===== src/rtl/wb_ctrl_pipe_if.sv =====
// Bundle of decode-side inputs, write-back outputs and hazard query for wb_ctrl_pipe.
// The master modport is the decode/forwarding side; the slave modport is the pipe.
interface wb_ctrl_pipe_if #(
    parameter int STAGES   = 2,
    parameter int CHANNELS = 2,
    parameter int IDX_W    = 5,
    parameter int CR_W     = 8,
    parameter int SEL_W    = 10
);
    localparam int CNT_W = $clog2(STAGES + 1);

    logic                      stall;
    logic [STAGES-1:0]         kill;

    logic                      dc_valid;
    logic [CHANNELS*IDX_W-1:0] dc_dest;
    logic [CHANNELS-1:0]       dc_we;
    logic [CR_W-1:0]           dc_record_cr;
    logic                      dc_spr_we;
    logic [SEL_W-1:0]          dc_spr_sel;
    logic                      dc_msr_we;
    logic                      dc_sleep;

    logic                      wb_valid;
    logic [CHANNELS*IDX_W-1:0] wb_dest;
    logic [CHANNELS-1:0]       wb_we;
    logic [CR_W-1:0]           wb_record_cr;
    logic                      wb_spr_we;
    logic [SEL_W-1:0]          wb_spr_sel;
    logic                      wb_msr_we;
    logic                      wb_sleep;

    logic [CNT_W-1:0]          inflight;
    logic [IDX_W-1:0]          q_idx;
    logic [STAGES-1:0]         q_hit;
    logic                      q_hit_any;

    modport master (
        output stall, kill,
        output dc_valid, dc_dest, dc_we, dc_record_cr, dc_spr_we, dc_spr_sel, dc_msr_we, dc_sleep,
        output q_idx,
        input  wb_valid, wb_dest, wb_we, wb_record_cr, wb_spr_we, wb_spr_sel, wb_msr_we, wb_sleep,
        input  inflight, q_hit, q_hit_any
    );

    modport slave (
        input  stall, kill,
        input  dc_valid, dc_dest, dc_we, dc_record_cr, dc_spr_we, dc_spr_sel, dc_msr_we, dc_sleep,
        input  q_idx,
        output wb_valid, wb_dest, wb_we, wb_record_cr, wb_spr_we, wb_spr_sel, wb_msr_we, wb_sleep,
        output inflight, q_hit, q_hit_any
    );
endinterface


===== src/rtl/wb_ctrl_pipe.sv =====
// Write-back control delay line from decode to write-back with stall, per-stage kill and
// in-flight count. Define WB_CTRL_PIPE_HAZARD_EN to build the destination hazard comparators.
module wb_ctrl_pipe #(
    parameter int STAGES   = 2,
    parameter int CHANNELS = 2,
    parameter int IDX_W    = 5,
    parameter int CR_W     = 8,
    parameter int SEL_W    = 10
) (
    input  logic            clk,
    input  logic            reset,
    wb_ctrl_pipe_if.slave   bus
);
    localparam int CNT_W = $clog2(STAGES + 1);

    typedef struct packed {
        logic                      valid;
        logic [CHANNELS-1:0]       we;
        logic [CR_W-1:0]           record_cr;
        logic                      spr_we;
        logic                      msr_we;
        logic                      sleep;
        logic [CHANNELS*IDX_W-1:0] dest;
        logic [SEL_W-1:0]          spr_sel;
    } stage_t;

    // Kill clears only the enable class; dest and spr_sel still move or hold normally.
    function automatic stage_t squash(input stage_t s);
        stage_t r;
        r           = s;
        r.valid     = 1'b0;
        r.we        = '0;
        r.record_cr = '0;
        r.spr_we    = 1'b0;
        r.msr_we    = 1'b0;
        r.sleep     = 1'b0;
        return r;
    endfunction

    stage_t stg_q [STAGES];
    stage_t stg_d [STAGES];
    stage_t src   [STAGES];

    always_comb begin
        src[0]           = '0;
        src[0].valid     = bus.dc_valid;
        src[0].we        = bus.dc_we;
        src[0].record_cr = bus.dc_record_cr;
        src[0].spr_we    = bus.dc_spr_we;
        src[0].msr_we    = bus.dc_msr_we;
        src[0].sleep     = bus.dc_sleep;
        src[0].dest      = bus.dc_dest;
        src[0].spr_sel   = bus.dc_spr_sel;
    end

    for (genvar g = 1; g < STAGES; g++) begin : g_chain
        assign src[g] = stg_q[g-1];
    end

    always_comb begin
        for (int i = 0; i < STAGES; i++) begin
            stg_d[i] = bus.stall ? stg_q[i] : src[i];
            if (bus.kill[i]) stg_d[i] = squash(stg_d[i]);
        end
    end

    always_ff @(posedge clk or posedge reset) begin
        if (reset) begin
            for (int i = 0; i < STAGES; i++) stg_q[i] <= '0;
        end else begin
            for (int i = 0; i < STAGES; i++) stg_q[i] <= stg_d[i];
        end
    end

    assign bus.wb_valid     = stg_q[STAGES-1].valid;
    assign bus.wb_dest      = stg_q[STAGES-1].dest;
    assign bus.wb_we        = stg_q[STAGES-1].we;
    assign bus.wb_record_cr = stg_q[STAGES-1].record_cr;
    assign bus.wb_spr_we    = stg_q[STAGES-1].spr_we;
    assign bus.wb_spr_sel   = stg_q[STAGES-1].spr_sel;
    assign bus.wb_msr_we    = stg_q[STAGES-1].msr_we;
    assign bus.wb_sleep     = stg_q[STAGES-1].sleep;

    logic [CNT_W-1:0] cnt;
    always_comb begin
        cnt = '0;
        for (int i = 0; i < STAGES; i++) cnt = cnt + CNT_W'(stg_q[i].valid);
    end
    assign bus.inflight = cnt;

    logic [STAGES-1:0] hit;
`ifdef WB_CTRL_PIPE_HAZARD_EN
    always_comb begin
        hit = '0;
        for (int i = 0; i < STAGES; i++) begin
            for (int c = 0; c < CHANNELS; c++) begin
                if (stg_q[i].we[c] && (stg_q[i].dest[c*IDX_W +: IDX_W] == bus.q_idx))
                    hit[i] = 1'b1;
            end
        end
    end
`else
    assign hit = '0;
`endif
    assign bus.q_hit     = hit;
    assign bus.q_hit_any = |hit;
endmodule

===== src/flat_wrapper.sv =====
// flat-port wrapper written by rule: the top's interface ports become plain ports
module wb_ctrl_pipe_flat 
#(
    parameter int STAGES   = 2,
    parameter int CHANNELS = 2,
    parameter int IDX_W    = 5,
    parameter int CR_W     = 8,
    parameter int SEL_W    = 10
)
  (clk, reset, bus_stall, bus_kill, bus_dc_valid, bus_dc_dest, bus_dc_we, bus_dc_record_cr, bus_dc_spr_we, bus_dc_spr_sel, bus_dc_msr_we, bus_dc_sleep, bus_q_idx, bus_wb_valid, bus_wb_dest, bus_wb_we, bus_wb_record_cr, bus_wb_spr_we, bus_wb_spr_sel, bus_wb_msr_we, bus_wb_sleep, bus_inflight, bus_q_hit, bus_q_hit_any);
  wb_ctrl_pipe_if #(.STAGES(STAGES), .CHANNELS(CHANNELS), .IDX_W(IDX_W), .CR_W(CR_W), .SEL_W(SEL_W)) bus_i ();
  input  logic clk;
  input  logic reset;
  input wire logic [$bits(bus_i.stall)-1:0] bus_stall;
  input wire logic [$bits(bus_i.kill)-1:0] bus_kill;
  input wire logic [$bits(bus_i.dc_valid)-1:0] bus_dc_valid;
  input wire logic [$bits(bus_i.dc_dest)-1:0] bus_dc_dest;
  input wire logic [$bits(bus_i.dc_we)-1:0] bus_dc_we;
  input wire logic [$bits(bus_i.dc_record_cr)-1:0] bus_dc_record_cr;
  input wire logic [$bits(bus_i.dc_spr_we)-1:0] bus_dc_spr_we;
  input wire logic [$bits(bus_i.dc_spr_sel)-1:0] bus_dc_spr_sel;
  input wire logic [$bits(bus_i.dc_msr_we)-1:0] bus_dc_msr_we;
  input wire logic [$bits(bus_i.dc_sleep)-1:0] bus_dc_sleep;
  input wire logic [$bits(bus_i.q_idx)-1:0] bus_q_idx;
  output wire logic [$bits(bus_i.wb_valid)-1:0] bus_wb_valid;
  output wire logic [$bits(bus_i.wb_dest)-1:0] bus_wb_dest;
  output wire logic [$bits(bus_i.wb_we)-1:0] bus_wb_we;
  output wire logic [$bits(bus_i.wb_record_cr)-1:0] bus_wb_record_cr;
  output wire logic [$bits(bus_i.wb_spr_we)-1:0] bus_wb_spr_we;
  output wire logic [$bits(bus_i.wb_spr_sel)-1:0] bus_wb_spr_sel;
  output wire logic [$bits(bus_i.wb_msr_we)-1:0] bus_wb_msr_we;
  output wire logic [$bits(bus_i.wb_sleep)-1:0] bus_wb_sleep;
  output wire logic [$bits(bus_i.inflight)-1:0] bus_inflight;
  output wire logic [$bits(bus_i.q_hit)-1:0] bus_q_hit;
  output wire logic [$bits(bus_i.q_hit_any)-1:0] bus_q_hit_any;
  assign bus_i.stall = bus_stall;
  assign bus_i.kill = bus_kill;
  assign bus_i.dc_valid = bus_dc_valid;
  assign bus_i.dc_dest = bus_dc_dest;
  assign bus_i.dc_we = bus_dc_we;
  assign bus_i.dc_record_cr = bus_dc_record_cr;
  assign bus_i.dc_spr_we = bus_dc_spr_we;
  assign bus_i.dc_spr_sel = bus_dc_spr_sel;
  assign bus_i.dc_msr_we = bus_dc_msr_we;
  assign bus_i.dc_sleep = bus_dc_sleep;
  assign bus_i.q_idx = bus_q_idx;
  assign bus_wb_valid = bus_i.wb_valid;
  assign bus_wb_dest = bus_i.wb_dest;
  assign bus_wb_we = bus_i.wb_we;
  assign bus_wb_record_cr = bus_i.wb_record_cr;
  assign bus_wb_spr_we = bus_i.wb_spr_we;
  assign bus_wb_spr_sel = bus_i.wb_spr_sel;
  assign bus_wb_msr_we = bus_i.wb_msr_we;
  assign bus_wb_sleep = bus_i.wb_sleep;
  assign bus_inflight = bus_i.inflight;
  assign bus_q_hit = bus_i.q_hit;
  assign bus_q_hit_any = bus_i.q_hit_any;
  wb_ctrl_pipe #(.STAGES(STAGES), .CHANNELS(CHANNELS), .IDX_W(IDX_W), .CR_W(CR_W), .SEL_W(SEL_W)) u_core (.clk(clk), .reset(reset), .bus(bus_i));
endmodule

===== config.mk =====
export PLATFORM = sky130hd
export DESIGN_NAME = wb_ctrl_pipe_flat
export DESIGN_NICKNAME = d
export VERILOG_FILES = /design/src/rtl/wb_ctrl_pipe_if.sv /design/src/rtl/wb_ctrl_pipe.sv /design/src/flat_wrapper.sv
export SDC_FILE = /design/constraint.sdc
export NUM_CORES = 1
export LEC_CHECK = 0
export ABC_AREA = 1
export CAP_MARGIN = 20
export CELL_PAD_IN_SITES_DETAIL_PLACEMENT = 2
export CELL_PAD_IN_SITES_GLOBAL_PLACEMENT = 2
export CORE_MARGIN = 1.5
export CORE_UTILIZATION = 29
export DETAILED_ROUTE_END_ITERATION = 7
export GPL_ROUTABILITY_DRIVEN = 0
export PLACE_DENSITY = 0.92
export SETUP_SLACK_MARGIN = 0.15
export SLEW_MARGIN = 20
export SYNTH_ARGS = -nofsm -noshare
export SYNTH_HDL_FRONTEND = slang
export SYNTH_SLANG_ARGS = --single-unit

===== constraint.sdc =====
create_clock -name clk -period 3.9 [get_ports clk]
set_clock_uncertainty 0.2 [all_clocks]
set_input_delay 0.78 -clock clk [delete_from_list [all_inputs] [get_ports clk]]
set_output_delay 0.78 -clock clk [all_outputs]
set_load 0.02 [all_outputs]

==> impl_metrics.json, run 1 <==
{
  "antenna_left": 0,
  "instances_no_fill": 483,
  "ys_top_cells_by_area": "dfrtp_1 (62%), nand2_1 (13%), o21ai_0 (6.6%), inv_1 (5.9%), nand3_1 (5.1%)",
  "p_seq_frac": 0.461,
  "grt_pass1_wl_um": 11300,
  "drv_cap": 0,
  "p_leak_nw": 1.87,
  "port-buffer-count": 74,
  "crit_required_ps": 2920,
  "cts_setup_buffers": 0,
  "synth_area_per_cell_um2": 9.17,
  "die_width_um": 100,
  "ioPinCount": 83,
  "yosysWarnings": 0,
  "clkPwrFrac": 0.403,
  "cts_made_buffers": 9,
  "relSlewSlack": 0.322,
  "max_slew.worst_pin.slew_ps": 1020,
  "synth_edf_count": 0,
  "cts_resized": 0,
  "layout-drive-gt1-share": 0.0511,
  "crit_arrival_ps": 1620,
  "drc": 0,
  "via_count": 2186,
  "clk_pin_slew_worst_paths_ps": 70,
  "grt_max_degree": 111,
  "p_switching_uw": 421,
  "placed_cells": 467,
  "synthCells": 298,
  "dieArea_um2": 10000,
  "detailed_place_hpwl_um": 4550,
  "grt_use_total": 0.141,
  "firstDrtPassIters": 4,
  "area_growth_pct": 36.8,
  "cts_max_level": 3,
  "crit_path_start_kind": "flip-flop",
  "syn_area_um2": 2730,
  "die_h_um": 100,
  "end_kind": "output pin",
  "n_fill_cell": 1021,
  "clock_latency_ps": 330,
  "routedWlPerCell_um": 13.4,
  "tns_ps": 0,
  "final_area_um2": 3740,
  "p_comb_frac": 0.136,
  "cp_slowest_cell": "clkdlybuf4s50_1",
  "placed_area_um2": 3510,
  "cts_hold_buf": 0,
  "final_hold_viol_count": 0,
  "yosysTopAreaCellShare": 0.622,
  "power.density_nw_per_um2": 458,
  "status": "complete, no violations",
  "synth_top_cells_by_count": "nand2_1 (96), dfrtp_1 (68), inv_1 (43)",
  "crit_chain": "ha_1, clkdlybuf4s50_1",
  "synth_cell_types": 14,
  "cts_tree": "yes",
  "ys.flop_type": "dfrtp_1",
  "cts.path.max_buffers": 2,
  "wl_um": 6490,
  "fin_crit_sh": 0.666,
  "maxSlewViolCount": 0,
  "seq_area_frac_synth": 0.622,
  "max-vdd-ir-drop_mv": 0.181,
  "period_minus_slack_ps": 2600,
  "core_area_um2": 9200,
  "vias_per_cell": 4.53,
  "rsz0062_at_grt": "no",
  "diodes": 0,
  "critPathKind": "flip-flop to output pin",
  "overflow": 0,
  "cts_root_buf": "clkbuf_8",
  "layout.nets": 412,
  "crit_fanout": 3,
  "fmax_mhz": 385,
  "setup_violations": 0,
  "clock_sinks": 68,
  "intPower_mw": 1.29,
  "initial_core_util": 0.297,
  "drt_first_iter_violations": 34,
  "slowest_delay_ps": 590,
  "synth_top_area_cell": "dfrtp_1",
  "p_sw_frac": 0.246,
  "antenna_found_initial": 0,
  "hold_class": "flip-flop to flip-flop",
  "yosysMostFrequentCell": "nand2_1",
  "num_rows": 35,
  "synth.ff_latch_count": 68,
  "async_flop_share": 1.00,
  "grt_pass1_vias": 2421
}
==> flip-flops by register name (all words and copies together), names as in the netlist <==
register,cells
u_core.bus.wb_spr_sel,10
u_core.bus.wb_spr_we,1
u_core.src,34
u_core.bus.wb_record_cr,8
u_core.bus.wb_dest,10
u_core.bus.wb_sleep,1
u_core.bus.wb_we,2
u_core.bus.wb_msr_we,1
u_core.bus.wb_valid,1
==> kinds of logic after synthesis <==
kind of cell | after synthesis | synth area share
DFF | 68 | 0.622
and+or+nand+nor | 126 | 0.191
adders and majority gates | 1 | 0.00458
other | 1 | 0.00137
AOI/OAI and AO/OA | 40 | 0.0732
buffers and inverters | 62 | 0.107
==> power by group through the flow <==
stage | clock, mW | combinational, mW | sequential, mW
6_report | 0.689 | 0.233 | 0.790
5_1_grt | 0.733 | 0.260 | 0.797
3_5_place_dp | 0 | 0.239 | 0.804
4_1_cts | 0.711 | 0.240 | 0.791
3_3_place_gp | 0 | 0.228 | 0.800
2_1_floorplan | 0 | 0.0886 | 0.832
==> layout make-up <==
cell class                 instances  area, um^2  share of cell area
multi-input combinational        170         747               0.200
clock buffer                      11         131              0.0351
tap                              111         139              0.0371
clock inverter                     5         100              0.0268
timing repair buffer              75         758               0.203
inverter                          43         161              0.0432
sequential                        68        1700               0.455
==> final timing paths <==
path,from,cells past startpoint,endpoint,slack (ps)
worst max-delay path,u_core.bus.wb_valid,2,bus_inflight[0],1300
worst min-delay path,u_core.src[32],2,u_core.bus.wb_we[1],270
worst max register to register,u_core.bus.wb_dest[6],2,u_core.bus.wb_dest[6],2980
worst min register to register,u_core.src[32],2,u_core.bus.wb_we[1],270
max in group asynchronous,reset,3,u_core.bus.wb_spr_sel[7],2110
min in group asynchronous,reset,2,u_core.src[21],720
==> critical path: cells and delay by family (launching register included) <==
kind,cells,cell delay (ps)
buf+inv,1,590
fa+ha+maj,1,290
flops,1,410
==> cells in the final DEF (no fill, tap or decap) <==
cell type	netlist	routed
o21ai_1	4	4
inv_2	0	1
buf_12	0	1
clkbuf_1	1	2
o21ai_0	36	36
dfrtp_1	68	68
conb_1	1	3
clkdlybuf4s50_1	0	73
buf_4	5	1
nor2_4	2	2
bufinv_16	0	3
ha_1	1	1
clkbuf_8	0	9
inv_1	43	42
nand2_1	96	96
clkinv_2	0	2
nand3_1	28	28
==> through the flow <==
| step | util | setup WS [ps] | hold WS [ps] | power (mW) |
|---|---|---|---|---|
| CTS | 0.407 | 1270 | 280 | 1.74 |
| detailed placement | 0.381 | 1560 | 266 | 1.04 |
| floorplan | - | 1210 | 243 | 0.921 |
| global placement | 0.381 | 1650 | 253 | 1.03 |
| finish | 0.407 | 1300 | 275 | 1.71 |
| global route | 0.407 | 1260 | 303 | 1.79 |
==> per-layer routing <==
| layer | wire, um | global-route usage | vias up |
|---|---|---|---|
| met2 | 3380 | 0.254 | 50 |
| met1 | 2780 | 0.167 | 1086 |
| met5 | 0 | 0 | - |
| met4 | 49 | 0.0455 | 0 |
| li1 | - | - | 1045 |
| met3 | 276 | 0.0292 | 5 |
Power figures use the tool's default switching activity.
==> run 2, diff against run 1 <==
--- a/config.mk
+++ b/config.mk
@@ -10,10 +10,10 @@
 export CELL_PAD_IN_SITES_DETAIL_PLACEMENT = 2
 export CELL_PAD_IN_SITES_GLOBAL_PLACEMENT = 2
 export CORE_MARGIN = 1.5
-export CORE_UTILIZATION = 29
+export CORE_UTILIZATION = 27
 export DETAILED_ROUTE_END_ITERATION = 7
 export GPL_ROUTABILITY_DRIVEN = 0
-export PLACE_DENSITY = 0.92
+export PLACE_DENSITY = 0.87
 export SETUP_SLACK_MARGIN = 0.15
 export SLEW_MARGIN = 20
 export SYNTH_ARGS = -nofsm -noshare
==> constraint.sdc (replaced) <==
create_clock -name clk -period 2.4 [get_ports clk]
set_clock_uncertainty 0.2 [all_clocks]
set_input_delay 0.48 -clock clk [delete_from_list [all_inputs] [get_ports clk]]
set_output_delay 0.48 -clock clk [all_outputs]
set_load 0.02 [all_outputs]
==> run 2 against run 1 <==
Effect of this change: wire length grew 3.7%; non-clock buffer count grew 3; clock power grew 18%; total power grew 45%; die area grew 7.2%; largest cell class unchanged; largest power group unchanged.
==> impl_metrics.json, run 2 (synthesized netlist as in run 1, its figures left out) <==
{
  "status": "complete, no violations",
  "largest_reg_flops": 34,
  "cp_slowest_cell": "clkdlybuf4s50_1",
  "period_minus_slack_ps": 2170,
  "vias_per_cell": 4.26,
  "drt_first_iter_violations": 27,
  "via_count": 2162,
  "maxSlewViolCount": 0,
  "end_kind": "output pin",
  "cts_max_level": 3,
  "final_area_um2": 3750,
  "rr_endpoint": "u_core.bus.wb_valid",
  "firstDrtPassIters": 4,
  "reg2reg_slack_ps": 1500,
  "crit_path_end": "bus_inflight[1]",
  "hold_class": "flip-flop to flip-flop",
  "path_delay_family": "buffers and inverters",
  "antenna_left": 0,
  "fmax_mhz": 460,
  "finalPower_mw": 2.49,
  "dieArea_um2": 10700,
  "cts_made_buffers": 9,
  "crit_required_ps": 1720,
  "layout-drive-gt1-share": 0.0613,
  "layout.nets": 415,
  "cts_hold_buf": 0,
  "critPathLaunch": "u_core.bus.wb_valid",
  "crit_arrival_ps": 1490,
  "num_rows": 36,
  "placed_area_um2": 3590,
  "grt_use_total": 0.131,
  "final_common_cell": "nand2_1",
  "antenna_found_initial": 0,
  "drc": 0,
  "worst-path-stages": 2,
  "grt_pass1_vias": 2362,
  "core_area_um2": 9820,
  "wl_um": 6730,
  "diodes": 0,
  "cts_root_buf": "clkbuf_8",
  "crit_fanout": 3,
  "r2r_start": "u_core.bus.wb_valid",
  "detailed_place_hpwl_um": 4870,
  "area_growth_pct": 37.3,
  "clk_pin_slew_worst_paths_ps": 70,
  "drv_cap": 0,
  "p_leak_nw": 1.86,
  "critPathKind": "flip-flop to output pin",
  "clock_latency_ps": 320,
  "overflow": 0,
  "fin_crit_sh": 0.906,
  "placed_cells": 492,
  "routedWlPerCell_um": 13.2,
  "final_cell_mix": "nand2_1 (96), clkdlybuf4s50_1 (72), dfrtp_1 (68)",
  "initial_core_util": 0.278,
  "grt_max_degree": 49,
  "crit_path_start_kind": "flip-flop",
  "setup_violations": 0,
  "cts.path.max_buffers": 2,
  "die_h_um": 104,
  "final_hold_viol_count": 0,
  "ioPinCount": 83,
  "cts_resized": 1,
  "rsz0062_at_grt": "no",
  "cts_tree": "yes",
  "slowest_delay_ps": 610,
  "worst-path-buf-inv": 1,
  "max-vdd-ir-drop_mv": 0.202,
  "clock_sinks": 68,
  "tns_ps": 0,
  "grt_pass1_wl_um": 11400,
  "crit_chain": "ha_1, clkdlybuf4s50_1",
  "die_width_um": 104,
  "port-buffer-count": 74,
  "power.density_nw_per_um2": 663,
  "cts_setup_buffers": 0,
  "instances_no_fill": 508,
  "rr_worst_depth": 2
}
run 2: layout make-up:
cell class                      instances  area [um^2]
Clock inverter                          6         41.3
Fill cell                            1114         6070
Clock buffer                           10          128
Sequential cell                        68         1700
Inverter                               43          165
Tap cell                              133          166
Multi-Input combinational cell        170          747
Timing Repair Buffer                   78          805
run 2: how the worst min path moves through the flow:
| stage | start | endpoint | slack, ps | depth (start not counted) |
|---|---|---|---|---|
| floorplan | u_core.src[21] | u_core.bus.wb_msr_we | 240 | 2 |
| global placement | u_core.src[26] | u_core.bus.wb_record_cr[3] | 250 | 2 |
| detailed placement | u_core.src[21] | u_core.bus.wb_msr_we | 270 | 2 |
| CTS | u_core.src[26] | u_core.bus.wb_record_cr[3] | 280 | 2 |
| global route | u_core.src[26] | u_core.bus.wb_record_cr[3] | 310 | 2 |
| finish | u_core.src[26] | u_core.bus.wb_record_cr[3] | 280 | 2 |
run 2: where the power goes:
group,switching (mW),internal (mW),total (mW)
Sequential,0.0509,1.23,1.28
Clock,0.440,0.375,0.815
Combinational,0.205,0.182,0.387
Total,0.696,1.79,2.49
run 2: tightest hold or removal path, cell delays in order (launching register included):
cell and delay [ps]:
dfrtp_1 350, nand2_1 50, nand2_1 40
run 2: layer usage:
metal / wire length (um) / part of all wire / global-route usage
met3: 316 / 0.047 / 0.0289
met5: 0 / 0 / 0
met4: 78 / 0.012 / 0.0446
met2: 3500 / 0.52 / 0.239
met1: 2830 / 0.42 / 0.152
run 2: per-stage QoR:
| step | utilization | hold WS [ps] | worst slack (ps) |
|---|---|---|---|
| floorplan | - | 243 | 866 |
| global placement | 0.365 | 251 | 462 |
| detailed placement | 0.365 | 266 | 444 |
| CTS | 0.382 | 284 | 189 |
| global route | 0.382 | 310 | 158 |
| finish | 0.382 | 275 | 226 |
==> run 3, diff against run 2 <==
--- a/config.mk
+++ b/config.mk
@@ -6,6 +6,7 @@
 export NUM_CORES = 1
 export LEC_CHECK = 0
 export ABC_AREA = 1
+export ABC_CLOCK_PERIOD_IN_PS = 2400
 export CAP_MARGIN = 20
 export CELL_PAD_IN_SITES_DETAIL_PLACEMENT = 2
 export CELL_PAD_IN_SITES_GLOBAL_PLACEMENT = 2
==> results of run 3 <==
Final layout, timing and power as in run 2 (identical DEF).
==> patch 1, RTL diff (flow settings as in run 2) <==
`CHANNELS` is set to 2 in 3 places; all go to 1.
--- a/src/rtl/wb_ctrl_pipe_if.sv
+++ b/src/rtl/wb_ctrl_pipe_if.sv
@@ -4,3 +4,3 @@
     parameter int STAGES   = 2,
-    parameter int CHANNELS = 2,
+    parameter int CHANNELS = 1,
     parameter int IDX_W    = 5,
--- a/src/rtl/wb_ctrl_pipe.sv
+++ b/src/rtl/wb_ctrl_pipe.sv
@@ -4,3 +4,3 @@
     parameter int STAGES   = 2,
-    parameter int CHANNELS = 2,
+    parameter int CHANNELS = 1,
     parameter int IDX_W    = 5,
--- a/src/flat_wrapper.sv
+++ b/src/flat_wrapper.sv
@@ -4,3 +4,3 @@
     parameter int STAGES   = 2,
-    parameter int CHANNELS = 2,
+    parameter int CHANNELS = 1,
     parameter int IDX_W    = 5,
Ports: changed (resized bus_dc_dest, bus_dc_we, bus_wb_dest and bus_wb_we); port bits go from 83 to 71. No check against the original RTL was run, so the function may have changed too.
==> patch 1 against run 2 <==
Wire length fell by 19%. Clock power down 19%. Worst setup slack better by 54 ps. Synthesized area down 16%. Power shrank 19%. Cell area decreased by 18%. Sequential cell count down 12. Critical path type unchanged. Largest cell class unchanged. Highest routed layer unchanged.
==> patch 1: results (changes against run 2) <==
critical_path:
  path_delay_family: "buffers and inverters"  # unchanged
  r2r-start: "u_core.src[14]"  # was u_core.bus.wb_valid
  reg2reg_slack_ps: 1520  # was 1500 ps
  arrival_ps: 1440  # was 1490 ps
  max_stage_delay_ps: 530  # was 610 ps
detailed_routing:
  drt-wirelength-per-cell_um: 13.2  # about the same
  vias_per_cell: 4.34  # was 4.26
synth:
  synthTopCellsByArea: "dfrtp_1, nand2_1, o21ai_0, nand3_1, inv_1"  # was dfrtp_1, nand2_1, o21ai_0, inv_1, nand3_1
  yosysSeqAreaShare: 0.612  # was 0.622
  yosys_warnings: 0  # unchanged
clock_network:
  clkLatencyLatePin_ps: 300  # was 320 ps
  htreeDepth: 2  # was 3
  path_clk_slew_ps: 100  # was 70 ps
  cts_inserted_buffers: 5  # was 9
worst_hold_path:
  hp-start: "u_core.src[24]"  # was u_core.src[26]
  hold-path-cell-count: 2  # unchanged
  hold_path_class: "flop to flop"  # unchanged
pwr:
  p_leak_nw: 1.53  # was 1.86 nW
  irDropWorstVdd_mv: 0.314  # was 0.202 mV
global_routing:
  grt_pass1_wl_um: 9270  # was 11400 um
  grt_usage: 0.131  # about the same
  grt_pass1_vias: 1965  # was 2362
  grt_max_degree: 57  # was 49
placed_design:
  dp_hpwl_um: 3880  # was 4870 um
  portBuffers: 62  # was 74
  dpl-instance-area_um2: 2940  # was 3590 um^2
layout:
  largest_reg_flops: 28  # was 34
  nets: 344  # was 415
  layout-drive-gt1-share: 0.0490  # was 0.0613
status:
  outcome: "complete, no violations"  # unchanged
sta:
  hold_ws_ps: 288  # was 275 ps
-- patch 1: cell types whose count changed in the layout (fill, tap and decap cells not counted), moves of 3 or more --
| cell | run 2 | this run |
|---|---|---|
| clkdlybuf4s50_1 | 72 | 60 |
| clkinv_2 | 3 | 0 |
| clkinv_4 | 3 | 0 |
| dfrtp_1 | 68 | 56 |
| inv_1 | 42 | 32 |
| nand2_1 | 96 | 82 |
| o21ai_0 | 36 | 28 |
-- patch 1: repair_timing --
item	4_1_cts	5_1_grt
gates resized for setup	1	0
endpoints found under the setup margin	1	0
setup buffers	0	0
-- patch 1: worst register-to-register path, cell delays in order (launching register included) --
cell	delay [ps]
dfrtp_1	390
nand2_1	70
o21ai_0	90
-- patch 1: area by class of cell --
type	count	area [um^2]
sequential	56	1400
multi-input combinational	144	634
timing repair buffer	65	649
clock inverter	1	30.0
fill	928	5150
clock buffer	7	96.3
inverter	33	124
tap	105	131
-- patch 1: stage by stage --
stage | std cells | worst slack (ps)
after floorplan | 250 | 349
after CTS | 411 | 259
final | 411 | 279
after global placement | 403 | 474
after detailed placement | 403 | 459
after global routing | 411 | 228
-- patch 1: per-layer routing --
metal	part of all wire	GRT usage	up-vias
met3	0.027	0.0215	2
met1	0.44	0.171	884
li1	-	-	865
met4	0.0063	0.0336	0
met2	0.53	0.226	31
met5	0	0	-
-- patch 1: where the power goes --
part | total, mW | switching [mW] | internal, mW
registers | 1.05 | 0.0392 | 1.01
logic | 0.309 | 0.166 | 0.143
clock network | 0.657 | 0.289 | 0.369
total | 2.02 | 0.494 | 1.52
-- patch 1: cell families (layout without fill, tap and decap cells) --
group,count (synthesis),count (layout),share of synthesized area
flip-flops,56,56,0.612
adder cells (fa/ha/maj),1,1,0.00547
buffers and inverters,50,106,0.114
AND/OR/NAND/NOR,110,110,0.201
other,1,3,0.00164
AO/OA/AOI/OAI,30,30,0.0656
-- patch 1: worst paths after layout --
kind,end
min in group asynchronous,u_core.bus.wb_record_cr[2]
worst min register to register,u_core.bus.wb_record_cr[6]
worst min-delay path,u_core.bus.wb_record_cr[6]
max in group asynchronous,u_core.bus.wb_dest[1]
worst max-delay path,bus_inflight[1]
worst max register to register,u_core.src[14]
==> patch 2, RTL diff (settings of run 2) <==
Made on the original files. The option `WB_CTRL_PIPE_HAZARD_EN` is turned on by a define.
--- a/src/rtl/wb_ctrl_pipe.sv
+++ b/src/rtl/wb_ctrl_pipe.sv
@@ -2,2 +2,4 @@
 // in-flight count. Define WB_CTRL_PIPE_HAZARD_EN to build the destination hazard comparators.
+`define WB_CTRL_PIPE_HAZARD_EN
+
 module wb_ctrl_pipe #(
Check against the original RTL: not equivalent (a bounded check fails within 4 cycles, from zero or initial values and one cycle with reset high).
==> patch 2 against run 2 <==
Worst setup slack got worse by 51 ps. Power rose by 10%. Wire length rose by 34%. Cell area rose by 9.2%. Cell count rose by 14%. Via count rose by 25%. Die area rose by 7.5%. Count of clock-buffer cells in the layout rose by 2. Combinational power rose by 25%. Sequential cell count did not move. Synthesized area rose by 7.7%. Critical path type unchanged. Largest power group unchanged.
==> patch 2: results (changes against run 2) <==
worst_hold_path:
  holdPathEnd: "u_core.bus.wb_spr_sel[2]"  # was u_core.bus.wb_record_cr[3]
critical_path:
  max_stage_delay_ps: 450  # was 610 ps
  path_delay_family: "simple AND/OR/NAND/NOR gates"  # was buffers and inverters
  crit_end: "bus_q_hit_any"  # was bus_inflight[1]
  critPathMaxFanout: 4  # was 3
  cp-startpoint: "u_core.bus.wb_dest[8]"  # was u_core.bus.wb_valid
  arrival_ps: 1550  # was 1490 ps
synth:
  synthTopCellsByCount: "nand2_1, dfrtp_1, o21ai_0"  # was nand2_1, dfrtp_1, inv_1
  synth_compound_area_frac: 0.114  # was 0.0732
  ys_types: 15  # was 14
  synthTopCellsByArea: "dfrtp_1, nand2_1, o21ai_0, inv_1, nand3_1"  # unchanged
layout:
  n_all_inverters: 54  # was 43
  clk_share: 0.0494  # was 0.0450
  nonClkBufAreaFrac: 0.208  # was 0.214
  nets: 484  # was 415
placed_design:
  place_ws_ps: -635  # was 444 ps
  portBuffers: 82  # was 74
  dp_hpwl_um: 6410  # was 4870 um
pwr:
  irDropWorstVdd_mv: 0.265  # was 0.202 mV
clock_network:
  post_cts_resized: 19  # was 1
status:
  outcome: "complete, no violations"  # unchanged
global_routing:
  grt_usage: 0.172  # was 0.131
  grt_pass1_wl_um: 15200  # was 11400 um
  grt_pass1_vias: 3074  # was 2362
detailed_routing:
  wl_um: 9010  # was 6730 um
  vias: 2697  # was 2162
sta:
  hold_ws_ps: 289  # was 275 ps
==> patch 2: through the flow <==
step	instances	instance area, um^2	total power, mW
after CTS	580	4130	2.79
after detailed placement	564	3920	1.81
final	580	4100	2.74
after floorplan	356	2950	1.54
after global placement	564	3920	1.78
after global routing	580	4100	2.88
==> patch 2: layer usage <==
metal | share of wire | routed length, um | vias up | track usage
met5 | 0 | 0 | - | 0
met4 | 0.013 | 113 | 0 | 0.0564
met3 | 0.050 | 452 | 12 | 0.0472
met2 | 0.48 | 4340 | 62 | 0.286
met1 | 0.46 | 4110 | 1349 | 0.216
li1 | - | - | 1274 | -
==> patch 2: power groups by stage <==
stage	registers (mW)	clock network [mW]	logic [mW]
final	1.29	0.971	0.482
after global routing	1.30	1.04	0.543
after floorplan	1.36	0	0.189
after global placement	1.31	0	0.474
after detailed placement	1.32	0	0.495
after CTS	1.29	0.999	0.496
==> patch 2: worst register-to-register path: stages, from the launching register on <==
cell and delay [ps]:
dfrtp_1 410, nand3_1 90, o21ai_0 110
